`src/rtl/uart_pkg.sv`:
```
// Shared UART definitions: receiver state encoding, frame width and the
// baud-tick divisor calculation used by both the receiver and the transmitter.
package uart_pkg;

    localparam int DATA_BITS = 8;

    typedef enum logic [1:0] {
        ST_IDLE  = 2'd0,
        ST_START = 2'd1,
        ST_DATA  = 2'd2,
        ST_STOP  = 2'd3
    } rx_state_e;

    // Clock cycles per oversample tick, truncated; callers must keep it >= 1.
    function automatic int tick_div(input int clk_freq, input int baud, input int oversample);
        return clk_freq / (baud * oversample);
    endfunction

endpackage

```
`src/rtl/uart_baud_tick.sv`:
```
// Divide-by-DIV counter producing a one-cycle tick on its last count.
// The clear input parks the counter at 0 so a new frame starts phase-aligned.
module uart_baud_tick #(
    parameter int DIV = 1
) (
    input  logic clk,
    input  logic rst,
    input  logic en_i,
    input  logic clr_i,
    output logic tick_o
);

    localparam int CW = (DIV > 1) ? $clog2(DIV) : 1;
    localparam logic [CW-1:0] LAST = CW'(DIV - 1);

    logic [CW-1:0] cnt_q;
    logic [CW-1:0] cnt_d;

    assign tick_o = en_i && (cnt_q == LAST);

    // Next count: clear wins, otherwise wrap at the last count while enabled.
    always_comb begin
        // NOTE: assign a default first so every path drives cnt_d; otherwise a latch is inferred.
        cnt_d = cnt_q;
        if (clr_i) begin
            cnt_d = '0;
        end else if (en_i) begin
            cnt_d = (cnt_q == LAST) ? '0 : cnt_q + 1'b1;
        end
    end

    // Counter register with synchronous reset.
    always_ff @(posedge clk) begin
        // NOTE: non-blocking assignment so every flop samples pre-edge values, independent of block order.
        if (rst) begin
            cnt_q <= '0;
        end else begin
            cnt_q <= cnt_d;
        end
    end

endmodule

```
`src/rtl/uart_rx_oversampled.sv`:
```
// 8N1 UART receiver. RX_LINE is synchronised and oversampled; the start bit is
// confirmed at mid-bit, data bits are sampled one bit period apart from there,
// and the stop bit is checked at its middle before returning to IDLE early so
// a start edge that follows immediately is not missed.
module uart_rx_oversampled
    import uart_pkg::*;
#(
    parameter int CLK_FREQ   = 50000000,
    parameter int BAUD       = 115200,
    parameter int OVERSAMPLE = 16
) (
    input  logic                 clk,
    input  logic                 rst,
    input  logic                 RX_LINE,
    output logic [DATA_BITS-1:0] DATA,
    output logic                 VALID,
    input  logic                 READ,
    output logic                 BUSY,
    output logic                 FRAME_ERR,
    output logic                 OVERRUN
);

    localparam int TICK_DIV = tick_div(CLK_FREQ, BAUD, OVERSAMPLE);
    localparam int SW       = $clog2(OVERSAMPLE);
    localparam int BW       = $clog2(DATA_BITS);
    localparam logic [SW-1:0] S_MID  = SW'(OVERSAMPLE / 2 - 1);
    localparam logic [SW-1:0] S_LAST = SW'(OVERSAMPLE - 1);
    localparam logic [BW-1:0] B_LAST = BW'(DATA_BITS - 1);

    logic sync1_q, sync2_q, prev_q;
    logic fall;
    logic tick;

    rx_state_e            state_q, state_d;
    logic [SW-1:0]        s_q, s_d;
    logic [BW-1:0]        bit_q, bit_d;
    logic [DATA_BITS-1:0] shift_q, shift_d;
    logic [DATA_BITS-1:0] data_q, data_d;
    logic                 valid_q, valid_d;
    logic                 ferr_q, ferr_d;
    logic                 ovr_q, ovr_d;
    logic                 stop_good, stop_bad;

    // Two-flop synchroniser plus one history flop for edge detection; all
    // reset to the idle-high line level so reset never fakes a start edge.
    always_ff @(posedge clk) begin
        if (rst) begin
            sync1_q <= 1'b1;
            sync2_q <= 1'b1;
            prev_q  <= 1'b1;
        end else begin
            sync1_q <= RX_LINE;
            sync2_q <= sync1_q;
            prev_q  <= sync2_q;
        end
    end

    assign fall = prev_q && !sync2_q;

    uart_baud_tick #(.DIV(TICK_DIV)) u_tick (
        .clk    (clk),
        .rst    (rst),
        .en_i   (state_q != ST_IDLE),
        .clr_i  (state_q == ST_IDLE),
        .tick_o (tick)
    );

    // Frame sequencing, data sampling and output flag updates.
    always_comb begin
        state_d   = state_q;
        s_d       = s_q;
        bit_d     = bit_q;
        shift_d   = shift_q;
        data_d    = data_q;
        stop_good = 1'b0;
        stop_bad  = 1'b0;

        unique case (state_q)
            ST_IDLE: begin
                if (fall) begin
                    state_d = ST_START;
                    s_d     = '0;
                end
            end
            ST_START: begin
                if (tick) begin
                    if (s_q == S_MID) begin
                        s_d     = '0;
                        // A line that is high again at mid-bit was a glitch.
                        state_d = sync2_q ? ST_IDLE : ST_DATA;
                        bit_d   = '0;
                    end else begin
                        s_d = s_q + 1'b1;
                    end
                end
            end
            ST_DATA: begin
                if (tick) begin
                    if (s_q == S_LAST) begin
                        s_d     = '0;
                        shift_d = {sync2_q, shift_q[DATA_BITS-1:1]};
                        if (bit_q == B_LAST) begin
                            state_d = ST_STOP;
                        end else begin
                            bit_d = bit_q + 1'b1;
                        end
                    end else begin
                        s_d = s_q + 1'b1;
                    end
                end
            end
            ST_STOP: begin
                if (tick) begin
                    if (s_q == S_LAST) begin
                        s_d       = '0;
                        state_d   = ST_IDLE;
                        stop_good = sync2_q;
                        stop_bad  = !sync2_q;
                    end else begin
                        s_d = s_q + 1'b1;
                    end
                end
            end
            default: state_d = ST_IDLE;
        endcase

        if (stop_good) begin
            data_d = shift_q;
        end
        // A completing byte beats a simultaneous READ; READ then suppresses overrun.
        valid_d = stop_good ? 1'b1 : (READ ? 1'b0 : valid_q);
        ferr_d  = stop_bad  ? 1'b1 : (READ ? 1'b0 : ferr_q);
        ovr_d   = READ ? 1'b0 : (ovr_q | (stop_good & valid_q));
    end

    // State and output registers with synchronous reset.
    always_ff @(posedge clk) begin
        if (rst) begin
            state_q <= ST_IDLE;
            s_q     <= '0;
            bit_q   <= '0;
            shift_q <= '0;
            data_q  <= '0;
            valid_q <= 1'b0;
            ferr_q  <= 1'b0;
            ovr_q   <= 1'b0;
        end else begin
            state_q <= state_d;
            s_q     <= s_d;
            bit_q   <= bit_d;
            shift_q <= shift_d;
            data_q  <= data_d;
            valid_q <= valid_d;
            ferr_q  <= ferr_d;
            ovr_q   <= ovr_d;
        end
    end

    assign DATA      = data_q;
    assign VALID     = valid_q;
    assign BUSY      = (state_q != ST_IDLE);
    assign FRAME_ERR = ferr_q;
    assign OVERRUN   = ovr_q;

endmodule

```
`config.mk`:
```
export PLATFORM = sky130hd
export DESIGN_NAME = uart_rx_oversampled
export DESIGN_NICKNAME = d
export VERILOG_FILES = /design/src/rtl/uart_pkg.sv /design/src/rtl/uart_baud_tick.sv /design/src/rtl/uart_rx_oversampled.sv
export SDC_FILE = /design/constraint.sdc
export NUM_CORES = 1
export LEC_CHECK = 0
export ABC_AREA = 1
export CAP_MARGIN = 20
export CORE_AREA = 2 2 66 68
export DETAILED_ROUTE_END_ITERATION = 10
export DIE_AREA = 0 0 68 70
export HOLD_SLACK_MARGIN = 0.02
export SLEW_MARGIN = 20
export SYNTH_ARGS = -nofsm -noshare
export SYNTH_HDL_FRONTEND = slang
export SYNTH_SLANG_ARGS = --single-unit
```
`constraint.sdc`:
```
create_clock -name clk -period 3.6 [get_ports clk]
set_input_delay 0.72 -clock clk [delete_from_list [all_inputs] [get_ports clk]]
set_output_delay 0.72 -clock clk [all_outputs]
set_load 0.1 [all_outputs]
```
==> flow_summary.toml, run 1 <==
[yosys]
yosysTopAreaCell = "dfxtp_1"
syn_area_sq_mm = 0.001540
syn_area_per_cell_sq_um = 7.513
synth_xor_area_share_pct = 1.137
synth-simple-area-share_pct = 34.28
yosysWarnings = 0
yosys.cell_types.count = 21
synth_cells = 205
synth-seq-area-share_pct = 46.79
synth.net_count = 214
synth-compound-area-share_pct = 7.799
synthAdderAreaFrac_pct = 4.062
synth-seq-cells = 36
muxShareOfSynthArea_pct = 0
synthTopCellsByArea = "dfxtp_1 (47%), nand2_1 (13%), nand3_1 (9.4%), a21oi_1 (6.8%), nor2_1 (4.9%)"
yosysTopAreaCellShare_pct = 46.79
synth_top_family_by_area = "simple AND/OR/NAND/NOR gates"

[critical_path]
r2r_start = "s_q[0]"
path_depth = 1
crit_fanout = 2
worstSetupEndpoint = "DATA[5]"
slowest_delay_ns = 1.13
cp.arrival_ns = 1.75
reg2reg_setup_slack_ns = 1.88
critPathTopFamily = "buffers and inverters"
crit_required_ns = 2.88
critPathBufInv = 1
slowest_stage = "clkdlybuf4s50_1"
rr_worst_depth = 6
crit_type = "reg2out"
path_cells = "clkdlybuf4s50_1"
start_kind = "flop"
end_kind = "output pin"
reg2reg_to = "shift_q[5]"
startpoint = "DATA[5]"

[flow_run]
max-cap-violations = 0

[sta]
worst_slack_ns = 1.133
finalSetupViolations = 0
hold_viol = 0
relSlewSlack_pct = 34.95
fmax_mhz = 405.3
period_minus_slack_ns = 2.467
min_period_over_period_pct = 68.54
slew_violations = 0
worstMarginPinSlew_ns = 0.9726
rsz0062_at_grt = "false"
totalNegativeSetupSlack_ns = 0
finClkSkew_ns = 0.004185
whs_ns = 0.4091

[clock_tree]
clk_pin_slew_ns = 0.07
clk_path_buf_depth = 2
clkLatencyLatePin_ns = 0.28
cts_tree = "built"
cts_hold_buf = 0
cts_resized = 0
cts_buffers = 5
clock-root-buffer = "clkbuf_8"
cts_sinks = 36
post_cts_buffers = 0
htree_levels = 2

[route]
totalWireLength_mm = 2.804
vias_per_cell = 4.639
drtPass1Iterations = 6
ant_nets = 0
drc = 0
dr_total_vias = 1285
wl_per_cell_microns = 10.12
initialDrtViolationCount = 40

[power]
netSwitchingPower_uw = 159.8
p_comb_share_pct = 3.5
power_frac_seq_pct = 51.9
p_leak_uw = 0.0007442
p_per_area_mw_per_mm2 = 418.9
pwr-share-clk_pct = 44.5
intPower_uw = 614.3
ir_drop_v = 0.0002070
p_sw_share_pct = 20.64

[floorplan]
dieArea_sq_mm = 0.004760
start_util_pct = 37.17
die_h_microns = 70
ios = 16
die_width_microns = 68
rows = 24
core-area_sq_mm = 0.004144

[place]
port_buffers = 15
pre_cts_ws_ns = 1.439
gp_congestion = 0.7794
dpl.hpwl_mm = 2.033

[global_routing]
grt_pass1_wl_mm = 5.195
grt_overflow = 0
grt_usage_pct = 14.28
grt_pass1_vias = 1194
antenna_found_initial = 0
grt_max_degree = 20

[run_status]
status = "finished clean"

[layout]
final_nets = 233
final_common_cell = "nand2_1"
areaGrowthSynthToFinish_pct = 19.98
layout-drive-gt1-share_pct = 8.444
antenna_cells = 0
layout_common_cells = "nand2_1 (54), dfxtp_1 (36), nand3_1 (29)"

[min_path]
hp-class = "reg2reg"
## cell type report
cell class | count | area [sq um]
Inverter | 17 | 63.81
Multi-Input combinational cell | 147 | 728.2
Tap cell | 52 | 65.06
Clock inverter | 2 | 35.03
Clock buffer | 6 | 72.57
Timing Repair Buffer | 17 | 162.7
Fill cell | 437 | 2296
Sequential cell | 36 | 720.7
## power groups by stage
stage | registers (uW) | clock network, uW | logic [uW]
after floorplan | 411 | 0 | 19.5
after global placement | 411 | 0 | 27.7
after detailed placement | 411 | 0 | 27.5
after CTS | 402 | 354 | 27.8
after global routing | 402 | 374 | 30.4
final | 402 | 345 | 27.2
## flip-flops by register name (all words and copies together) (netlist names), named ones only
register	flops
DATA	8
shift_q	8
u_tick.cnt_q	5
s_q	4
bit_q	3
FRAME_ERR	1
OVERRUN	1
VALID	1
prev_q	1
state_q	1
sync1_q	1
sync2_q	1
## routing by layer
| metal | wire, microns | GRT usage (%) |
|---|---|---|
| met5 | 0 | 0 |
| met3 | 101 | 4.348 |
| met4 | 53 | 6.000 |
| met1 | 1423 | 19.96 |
| met2 | 1227 | 20.17 |
## synthesized netlist by cell type, drive strengths merged
| master | count |
|---|---|
| a21oi | 21 |
| buf | 2 |
| clkbuf | 3 |
| dfxtp | 36 |
| ha | 5 |
| inv | 17 |
| nand2 | 56 |
| nand3 | 30 |
| nand4 | 1 |
| nor2 | 24 |
| nor3 | 2 |
| nor3b | 1 |
| o21ai | 3 |
| or2 | 2 |
| xnor2 | 1 |
| xor2 | 1 |
## how the worst min path moves through the flow
stage	endpoint	from	slack [ns]	cells after the start
floorplan	sync2_q	sync1_q	0.39	1
global placement	sync2_q	sync1_q	0.39	1
detailed placement	sync2_q	sync1_q	0.40	1
CTS	sync2_q	sync1_q	0.41	1
global route	sync2_q	sync1_q	0.44	1
finish	sync2_q	sync1_q	0.41	1
## cell families (layout without fill, tap and decap cells)
| kind of cell | Yosys count | in the layout |
|---|---|---|
| xor+xnor | 2 | 2 |
| fa+ha+maj | 5 | 5 |
| buf+inv | 22 | 42 |
| simple gates | 116 | 116 |
| flops | 36 | 36 |
| compound gates | 24 | 24 |
## metrics by stage
| step | instance area [sq um] | utilization, % | power, uW | cells |
|---|---|---|---|---|
| 3_5_place_dp | 1740 | 42.00 | 438.8 | 269 |
| 6_report | 1848 | 44.60 | 774.1 | 277 |
| 2_1_floorplan | 1540 | - | 430.3 | 205 |
| 4_1_cts | 1848 | 44.60 | 783.6 | 277 |
| 3_3_place_gp | 1740 | 42.00 | 438.9 | 269 |
| 5_1_grt | 1848 | 44.60 | 806.7 | 277 |
Note: power is estimated with default switching activity, not from simulation.
==> inputs of run 2 (changes only) <==
==> constraint.sdc (replaced) <==
create_clock -name clk -period 2.4 [get_ports clk]
set_input_delay 0.48 -clock clk [delete_from_list [all_inputs] [get_ports clk]]
set_output_delay 0.48 -clock clk [all_outputs]
set_load 0.1 [all_outputs]
==> run 2 against run 1 <==
Net effect: sequential cell count did not move; first-iteration DRC count grew 53%; clock power is 52% higher; global-route usage is 0.24 points lower; sequential power is 50% higher; clock skew rose by 0.0017 ns; total power grew 51%; critical path depth grew 5; worst setup slack got worse by 0.45 ns; die area stayed put; combinational power is 53% higher; final area down 1.5%; critical endpoint is now shift_q[7]; highest routed layer unchanged.
==> flow_summary.toml, run 2 (synthesis results as in run 1) <==
[run_status]
status = "finished clean"

[route]
drtPass1Iterations = 4
drc = 0
vias_per_cell = 4.736
wl_per_cell_microns = 10.56
dr_total_vias = 1312
initialDrtViolationCount = 61
ant_nets = 0
totalWireLength_mm = 2.926

[sta]
hold_viol = 0
slew_violations = 0
whs_ns = 0.4115
fmax_mhz = 582.2
period_minus_slack_ns = 1.718
min_period_over_period_pct = 71.57
finClkSkew_ns = 0.005897
totalNegativeSetupSlack_ns = 0
finalSetupViolations = 0
rsz0062_at_grt = "false"
relSlewSlack_pct = 75.80
worst_slack_ns = 0.6823
worstMarginPinSlew_ns = 0.3626

[place]
pre_cts_ws_ns = 0.6198
dp.cells = 269
port_buffers = 15
dpl.hpwl_mm = 2.124
placed_area_sq_mm = 0.001713
gp_congestion = 0.8548

[floorplan]
start_util_pct = 37.17
die_h_microns = 70
die_width_microns = 68
ios = 16
rows = 24
core-area_sq_mm = 0.004144
dieArea_sq_mm = 0.004760

[clock_tree]
clk_pin_slew_ns = 0.07
htree_levels = 2
post_cts_buffers = 0
cts_tree = "built"
cts_hold_buf = 0
cts_sinks = 36
clk_path_buf_depth = 2
clkLatencyLatePin_ns = 0.28
cts_resized = 0
clock-root-buffer = "clkbuf_8"
cts_buffers = 5

[critical_path]
start_kind = "flop"
slowest_delay_ns = 0.38
crit_type = "reg2reg"
r2r_start = "s_q[0]"
end_kind = "flop"
startpoint = "s_q[0]"
crit_top_cell = "nand2_1"
worstSetupEndpoint = "shift_q[7]"
reg2reg_setup_slack_ns = 0.68
rr_worst_depth = 6
slowest_stage = "dfxtp_1"
crit_fanout = 19
reg2reg_to = "shift_q[7]"
crit_required_ns = 2.57
cp.arrival_ns = 1.88
path_cells = "ha_1 -> nand3_1 -> nor2_8 -> nand2_1 -> nand2_1 -> a21oi_1"

[global_routing]
grt_usage_pct = 14.04
grt_pass1_vias = 1220
grt_overflow = 0
grt_pass1_wl_mm = 5.154
antenna_found_initial = 0
grt_max_degree = 20

[layout]
fin_cells = 277
areaGrowthSynthToFinish_pct = 18.20
layout-drive-gt1-share_pct = 13.33
final_common_cell = "nand2_1"
antenna_cells = 0
layout_common_cells = "nand2_1 (54), dfxtp_1 (36), nand3_1 (29)"
fin_area_sq_mm = 0.001821
final_nets = 233

[min_path]
hp-class = "reg2reg"
hold_start = "sync1_q"

[power]
ir_drop_v = 0.0002868
p_per_area_mw_per_mm2 = 641.3
p_leak_uw = 0.0007670

[flow_run]
max-cap-violations = 0
-- run 2: area by class of cell --
cell class | instances | area (sq um)
Fill cell | 433 | 2323
Multi-Input combinational cell | 147 | 728.2
Sequential cell | 36 | 720.7
Timing Repair Buffer | 17 | 135.1
Clock buffer | 6 | 72.57
Tap cell | 52 | 65.06
Inverter | 17 | 63.81
Clock inverter | 2 | 35.03
-- run 2: worst min path at each step --
stage / to / slack [ns] / cells past startpoint
floorplan: sync2_q / 0.39 / 1
global placement: sync2_q / 0.40 / 1
detailed placement: sync2_q / 0.40 / 1
CTS: sync2_q / 0.41 / 1
global route: sync2_q / 0.43 / 1
finish: sync2_q / 0.41 / 1
-- run 2: critical path, delay by kind of cell, from the launching register on --
kind,cells,cell delay (ns)
simple gates,4,0.94
compound gates,1,0.06
fa+ha+maj,1,0.22
flops,1,0.38
-- run 2: per-stage QoR --
step	power, uW	util [%]
2_1_floorplan	645.4	-
3_3_place_gp	658.7	41.33
3_5_place_dp	658.5	41.33
4_1_cts	1180	43.93
5_1_grt	1211	43.93
6_report	1167	43.93
-- run 2: routing by layer --
metal	vias up	part of all wire [%]	wire length [microns]	global-route usage (%)
met2	26	44	1292	21.04
met3	9	3.9	115	4.831
met5	-	0	0	0
li1	699	-	-	-
met1	578	50	1455	18.26
met4	0	2.2	63	5.556
-- run 2: where the power goes --
group	internal, uW	switching (uW)
combinational	12.8	28.7
sequential	600	2.47
clock	308	215
total	922	246
